<file path="src/rtl/branch_resolve_unit.sv">
// Branch resolution: carries predictor metadata ID->EX->MEM, trains the PHT and redirects fetch on mispredict.
// Optional resolved/mispredict counters are enabled with `define BRANCH_STATS_EN.
module branch_resolve_unit #(
    parameter int unsigned PHT_IDX_W = 6
) (
    input  logic                 clk_i,
    input  logic                 rst_ni,
    input  logic                 stall_i,
    input  logic                 flush_i,
    input  logic                 id_valid_i,
    input  logic                 id_is_branch_i,
    input  logic                 id_predict_btaken_i,
    input  logic [PHT_IDX_W-1:0] id_pht_idx_i,
    input  logic [31:0]          id_q_pc_i,
    input  logic                 ex_actual_taken_i,
    input  logic [31:0]          ex_target_i,
    output logic                 mem_q_is_branch,
    output logic                 mem_q_jump_taken,
    output logic [PHT_IDX_W-1:0] mem_q_pht_idx,
    output logic                 redirect_valid_o,
    output logic [31:0]          redirect_pc_o,
    output logic                 flush_younger_o,
    output logic [31:0]          branch_count_o,
    output logic [31:0]          mispredict_count_o
);

    logic                 ex_valid, ex_is_branch, ex_pred;
    logic [PHT_IDX_W-1:0] ex_pht_idx;
    logic [31:0]          ex_pc;

    logic                 mem_valid, mem_is_branch, mem_pred, mem_actual;
    logic [PHT_IDX_W-1:0] mem_pht_idx;
    logic [31:0]          mem_pc, mem_target;

    logic train, mispredict;

    always_ff @(posedge clk_i) begin
        if (!rst_ni) begin
            ex_valid      <= 1'b0;
            ex_is_branch  <= 1'b0;
            ex_pred       <= 1'b0;
            ex_pht_idx    <= '0;
            ex_pc         <= '0;
            mem_valid     <= 1'b0;
            mem_is_branch <= 1'b0;
            mem_pred      <= 1'b0;
            mem_actual    <= 1'b0;
            mem_pht_idx   <= '0;
            mem_pc        <= '0;
            mem_target    <= '0;
        end else if (flush_i) begin
            ex_valid  <= 1'b0;
            mem_valid <= 1'b0;
        end else if (!stall_i) begin
            // A redirect this cycle means both younger slots are wrong-path.
            ex_valid      <= id_valid_i & ~mispredict;
            ex_is_branch  <= id_is_branch_i;
            ex_pred       <= id_predict_btaken_i;
            ex_pht_idx    <= id_pht_idx_i;
            ex_pc         <= id_q_pc_i;
            mem_valid     <= ex_valid & ~mispredict;
            mem_is_branch <= ex_is_branch;
            mem_pred      <= ex_pred;
            mem_actual    <= ex_actual_taken_i;
            mem_pht_idx   <= ex_pht_idx;
            mem_pc        <= ex_pc;
            mem_target    <= ex_target_i;
        end
    end

    always_comb begin
        train      = mem_valid & mem_is_branch & ~stall_i & ~flush_i;
        mispredict = train & (mem_actual != mem_pred);

        mem_q_is_branch  = train;
        mem_q_jump_taken = train & mem_actual;
        mem_q_pht_idx    = train ? mem_pht_idx : '0;
        redirect_valid_o = mispredict;
        flush_younger_o  = mispredict;
        redirect_pc_o    = '0;
        if (mispredict) begin
            redirect_pc_o = mem_actual ? mem_target : mem_pc + 32'd4;
        end
    end

`ifdef BRANCH_STATS_EN
    logic [31:0] branch_cnt_q, mispredict_cnt_q;

    always_ff @(posedge clk_i) begin
        if (!rst_ni) begin
            branch_cnt_q     <= '0;
            mispredict_cnt_q <= '0;
        end else begin
            if (train && branch_cnt_q != '1) begin
                branch_cnt_q <= branch_cnt_q + 32'd1;
            end
            if (mispredict && mispredict_cnt_q != '1) begin
                mispredict_cnt_q <= mispredict_cnt_q + 32'd1;
            end
        end
    end

    assign branch_count_o     = branch_cnt_q;
    assign mispredict_count_o = mispredict_cnt_q;
`else
    assign branch_count_o     = '0;
    assign mispredict_count_o = '0;
`endif

endmodule

</file>
<file path="config.mk">
export PLATFORM = sky130hd
export DESIGN_NAME = branch_resolve_unit
export DESIGN_NICKNAME = d
export VERILOG_FILES = /design/src/rtl/branch_resolve_unit.sv
export SDC_FILE = /design/constraint.sdc
export NUM_CORES = 1
export LEC_CHECK = 0
export BUFFER_PORTS_ARGS = -buffer_cell sky130_fd_sc_hd__buf_2
export CELL_PAD_IN_SITES_DETAIL_PLACEMENT = 0
export CELL_PAD_IN_SITES_GLOBAL_PLACEMENT = 1
export CORE_MARGIN = 2
export CORE_UTILIZATION = 39
export DETAILED_ROUTE_END_ITERATION = 6
export PLACE_DENSITY_LB_ADDON = 0.05
export SLEW_MARGIN = 5
export SYNTH_ARGS = -nofsm -noshare
export SYNTH_HDL_FRONTEND = slang
export SYNTH_SLANG_ARGS = --single-unit
</file>
<file path="constraint.sdc">
create_clock -name clk_i -period 5.04 [get_ports clk_i]
set_input_delay 0 -clock clk_i [delete_from_list [all_inputs] [get_ports clk_i]]
set_output_delay 0 -clock clk_i [all_outputs]
set_load 0.02 [all_outputs]
</file>
# == After elaboration in Yosys (flattened, before gate mapping) ==
# Cells that the tools add are included.
# op_classes
addsub,1
muxes,3
reduce_logical,2
n_eq_ne,1
bitwise,11
# ops
cell,n
$mux 32,2
$add 32x3->32 const B,1
$and 1x1->1,7
$mux 6,1
$not 1->1,4
$reduce_and 2->1,1
$reduce_or 2->1,1
$ne 1x1->1,1
# word_totals
reg_bits,115
out_inout_bits,106
elab_cells,30
inputBits,78

# == Depth between registers and ports, before layout ==
# depth
depth_word,6
mapped_depth,8
mapped_depth_nobuf,6

# == Least setup slack after synthesis ==
# No wires, ideal clock.
# synth_timing
kind,reg-to-output
from,register mem_pc[2]
to,output port redirect_pc_o[24]
setup_slack_ns,3.037
required_ns,5.040
stages_incl_launch_ff,7
path_buffers,0
t_arrival_ns,2.003
cell_sequence,dfxtp_1 ha_1 nand4_1 nor4_4 nand3_1 nor3b_1 nor3_1
# synth_between
elab_chain_cells,3
# synth_rtl
element,line,text
"start, declared",33,"logic [31:0] mem_pc, mem_target;"
"start signal, assigned",66,mem_pc <= ex_pc;
$add 32x3->32,82,redirect_pc_o = mem_actual ? mem_target : mem_pc + 32'd4;
$mux 32,82,
$mux 32,81,if (mispredict) begin
"end, declared",21,"output logic [31:0] redirect_pc_o,"
# No other way between the ends.

# == Worst setup path in the final report ==
# layout_timing
from,register mem_actual
to,output port redirect_pc_o[20]
# layout_between
elab_chain_cells,3
word_cells_on_any_way,4
cone_classes,eq/ne (1); mux (2); bitwise (1)
# layout_rtl
element,line,text
"start, declared",31,"logic mem_valid, mem_is_branch, mem_pred, mem_actual;"
"start signal, assigned",64,mem_actual <= ex_actual_taken_i;
$ne 1x1->1,73,mispredict = train & (mem_actual != mem_pred);
$and 1x1->1,73,
$mux 32 (*),81,
# Every way passes the cells marked *; elsewhere a longest branch is shown, timed or not.

==> run_results.csv <==
group,metric,value,unit
status,outcome,"finished, final reports clean",
grt,grt_usage,18.2,%
yosys,synth_cell_types,36,
yosys,yosys.area_share.simple,24.4,%
detailed_routing,met3WireLength,696,µm
detailed_routing,drt_pass1_iterations,4,
yosys,synth_seq_cells,115,
yosys,netlist.area_leader.share,39.7,%
floorplanning,num_io_pins,184,
grt,grt_antenna_before_repair,0,
yosys,synth.avg_cell_area,7.73,µm²
floorplanning,die_x,126,µm
yosys,synthMuxAreaShare,0.863,%
final_layout,drive_above_1_share,17.1,%
grt,grt_max_degree,115,
grt,grt.overflow.total,0,
yosys,syn_inst,750,
placed_design,hpwl,9240,µm
yosys,synth_top_family_by_area,"simple AND/OR/NAND/NOR gates",
floorplanning,start_util,39.9,%
sta,slew_headroom,24.0,%
detailed_routing,num_vias,5182,
detailed_routing,highest_layer,"met4",
critical_path,cp.arrival,3.26,ns
yosys,yosysSeqAreaShare,39.7,%
final_layout,syn_to_final_growth,30.9,%
cts,path_clk_slew,0.05,ns
sta,finalSetupViolCount,0,
grt,grt_pass1_wl,23600,µm
placed_design,gp_congestion,0.769,
critical_path,cp_num_buf_inv,2,
cts,cts.sinks,115,
yosys,yosys.area.top_type,"dfxtp_1",
power_and_ir_drop,power,2400,µW
critical_path,crit_type,"reg2out",
power_and_ir_drop,ir_drop,0.217,mV
cts,root_buffer,"clkbuf_16",
cts,cts_tree,"yes",
sta,fmax,0.307,GHz
sta,fin_crit_sh,64.6,%
sta,skew,0.00633,ns
yosys,synth-xor-area-share,3.47,%
yosys,synth_commonest_cells,"nand2_1, dfxtp_1, a21boi_0",
cts,cts_made_buffers,17,
cts,htree_levels,4,
sta,setup_tns,0,ns
sta,rsz0062_at_grt,"no",
yosys,synth_compound_area_share,19.0,%
floorplanning,core_area,14500,µm²
floorplanning,rows,44,
critical_path,start_kind,"register",
yosys,synth_most_common_cell,"nand2_1",
detailed_routing,drtAntennaViolNets,0,
placed_design,io_buffers,119,
placed_design,dp.cells,1006,
cts,ctsLongestPathBuffers,2,
hold_path,hold_class,"in2reg",
detailed_routing,wl_met2,6500,µm
critical_path,cp-end-kind,"primary output",
placed_design,dp_slack,2.21,ns
detailed_routing,wl_per_cell,13.0,µm
critical_path,critical-path-max-stage-delay,1.17,ns
detailed_routing,wl_met1,7140,µm
critical_path,slowest_stage,"clkinv_1",
sta,drv_slew,0,
detailed_routing,drt-initial-drc-count,178,
critical_path,crit_fanout,44,
sta,setup_slack,1.78,ns
power_and_ir_drop,power.leakage,0.00305,µW
yosys,synthTopCellsByArea,"dfxtp_1, nand2_1, a21boi_0",
power_and_ir_drop,p_per_area,317,nW/µm²
grt,grt_pass1_vias,4908,
final_layout,antennaDiodeCount,0,
detailed_routing,viasPerCell,4.64,
detailed_routing,wirelength,14500,µm
yosys,synth_edf_count,0,
floorplanning,die_h,126,µm
flow_run,drv_cap,0,
floorplanning,die-area,15900,µm²
critical_path,path_cells,"clkinv_1 > o21ai_0 > a31oi_1 > buf_2",
sta,fin_crit,3.26,ns
yosys,synth_ff_type,"dfxtp_1",
sta,hold_violations,0,
critical_path,cp.required,5.04,ns
final_layout,nNetsFinal,998,
yosys,netlist_area,5800,µm²
yosys,async_reset_ff_share,0,%
yosys,ys_warn_count,0,
critical_path,critPathTopFamily,"buffers and inverters",
detailed_routing,drc,0,
sta,worstMarginPinSlew,1.13,ns
final_layout,layout.cells.non_filler,1116,
yosys,synthAdderAreaFrac,0.216,%
cts,clkLatencyLatePin,0.41,ns
final_layout,utilization,52.2,%
==> layout make-up <==
cell class / instances / area (µm²)
fill: 1428 / 6940
multi-input combinational: 578 / 3030
sequential: 115 / 2300
timing repair buffer: 200 / 1400
clock buffer: 22 / 474
tap: 184 / 230
clock inverter: 10 / 130
inverter: 7 / 26.3
==> where the power goes <==
| group | switching (µW) | internal (µW) |
|---|---|---|
| Clock | 408 | 811 |
| Sequential | 21.6 | 943 |
| Combinational | 125 | 95.7 |
| Total | 555 | 1850 |
==> tightest hold or removal path: stages <==
cell and delay (ns):
buf_2 0.13, or2_4 0.28, nand2_1 0.08, a21boi_0 0.14
==> timing repair <==
action                    CTS  global route
hold buffers               78             0
hold endpoints to repair   75             0
buffers inserted            0             0
resized for setup           0             0
==> placed cells by master (no fill, tap or decap), types with 5 or more instances in the layout <==
cell,synthesis,final
buf_2,1,119
dfxtp_1,115,115
nor3b_1,6,6
xor2_1,15,15
and3_1,5,5
and2_1,9,9
a21oi_1,23,23
nor3_1,6,6
clkinv_2,0,5
o21ai_0,24,24
xnor2_1,8,8
a21boi_0,113,113
inv_1,6,6
clkbuf_16,0,17
conb_1,1,64
mux2i_1,5,5
nand2_1,241,241
nand3_1,11,11
dlygate4sd3_1,0,78
nor2_1,21,20
nand4_1,9,9
==> layer usage <==
metal  GRT usage, %  up-vias
met5              0        -
met4           5.49        0
met3           4.16       17
met2           29.3      141
met1           24.4     2353
li1               -     2671
==> per-stage QoR <==
| step | cell area [µm²] | hold slack [ns] |
|---|---|---|
| after floorplan | 6040 | 0.134 |
| final | 7590 | 0.262 |
| after global placement | 6210 | 0.255 |
| after detailed placement | 6210 | 0.261 |
| after CTS | 7590 | 0.251 |
| after global routing | 7590 | 0.276 |
==> kinds of logic (layout without fill, tap and decap cells) <==
kind of cell,Yosys count,count (layout)
AOI/OAI and AO/OA,163,163
other,1,64
and+or+nand+nor,322,322
adders and majority gates,1,1
DFF,115,115
muxes,5,5
buffers and inverters,120,239
xor gates and xnor gates,23,23
==> state kept, by name, summed over array words and instances, names as in the netlist <==
name	count
ex_pc	32
mem_pc	32
mem_target	32
ex_pht_idx	6
mem_pht_idx	6
ex_is_branch	1
ex_pred	1
ex_valid	1
mem_actual	1
mem_is_branch	1
mem_pred	1
mem_valid	1
==> worst paths after layout <==
check | slack (ns) | startpoint | cells past startpoint | to
max | 1.78 | mem_actual$_SDFFE_PN0P_ | 4 | redirect_pc_o[20]
max reg2reg | 2.14 | mem_actual$_SDFFE_PN0P_ | 6 | ex_valid$_SDFFE_PP0N_
min reg2reg | 0.46 | mem_target[25]$_SDFFE_PN0P_ | 2 | mem_target[25]$_SDFFE_PN0P_
min | 0.26 | flush_i | 4 | ex_pc[1]$_SDFFE_PN0P_
No activity file was read; power rests on OpenSTA's default activity.
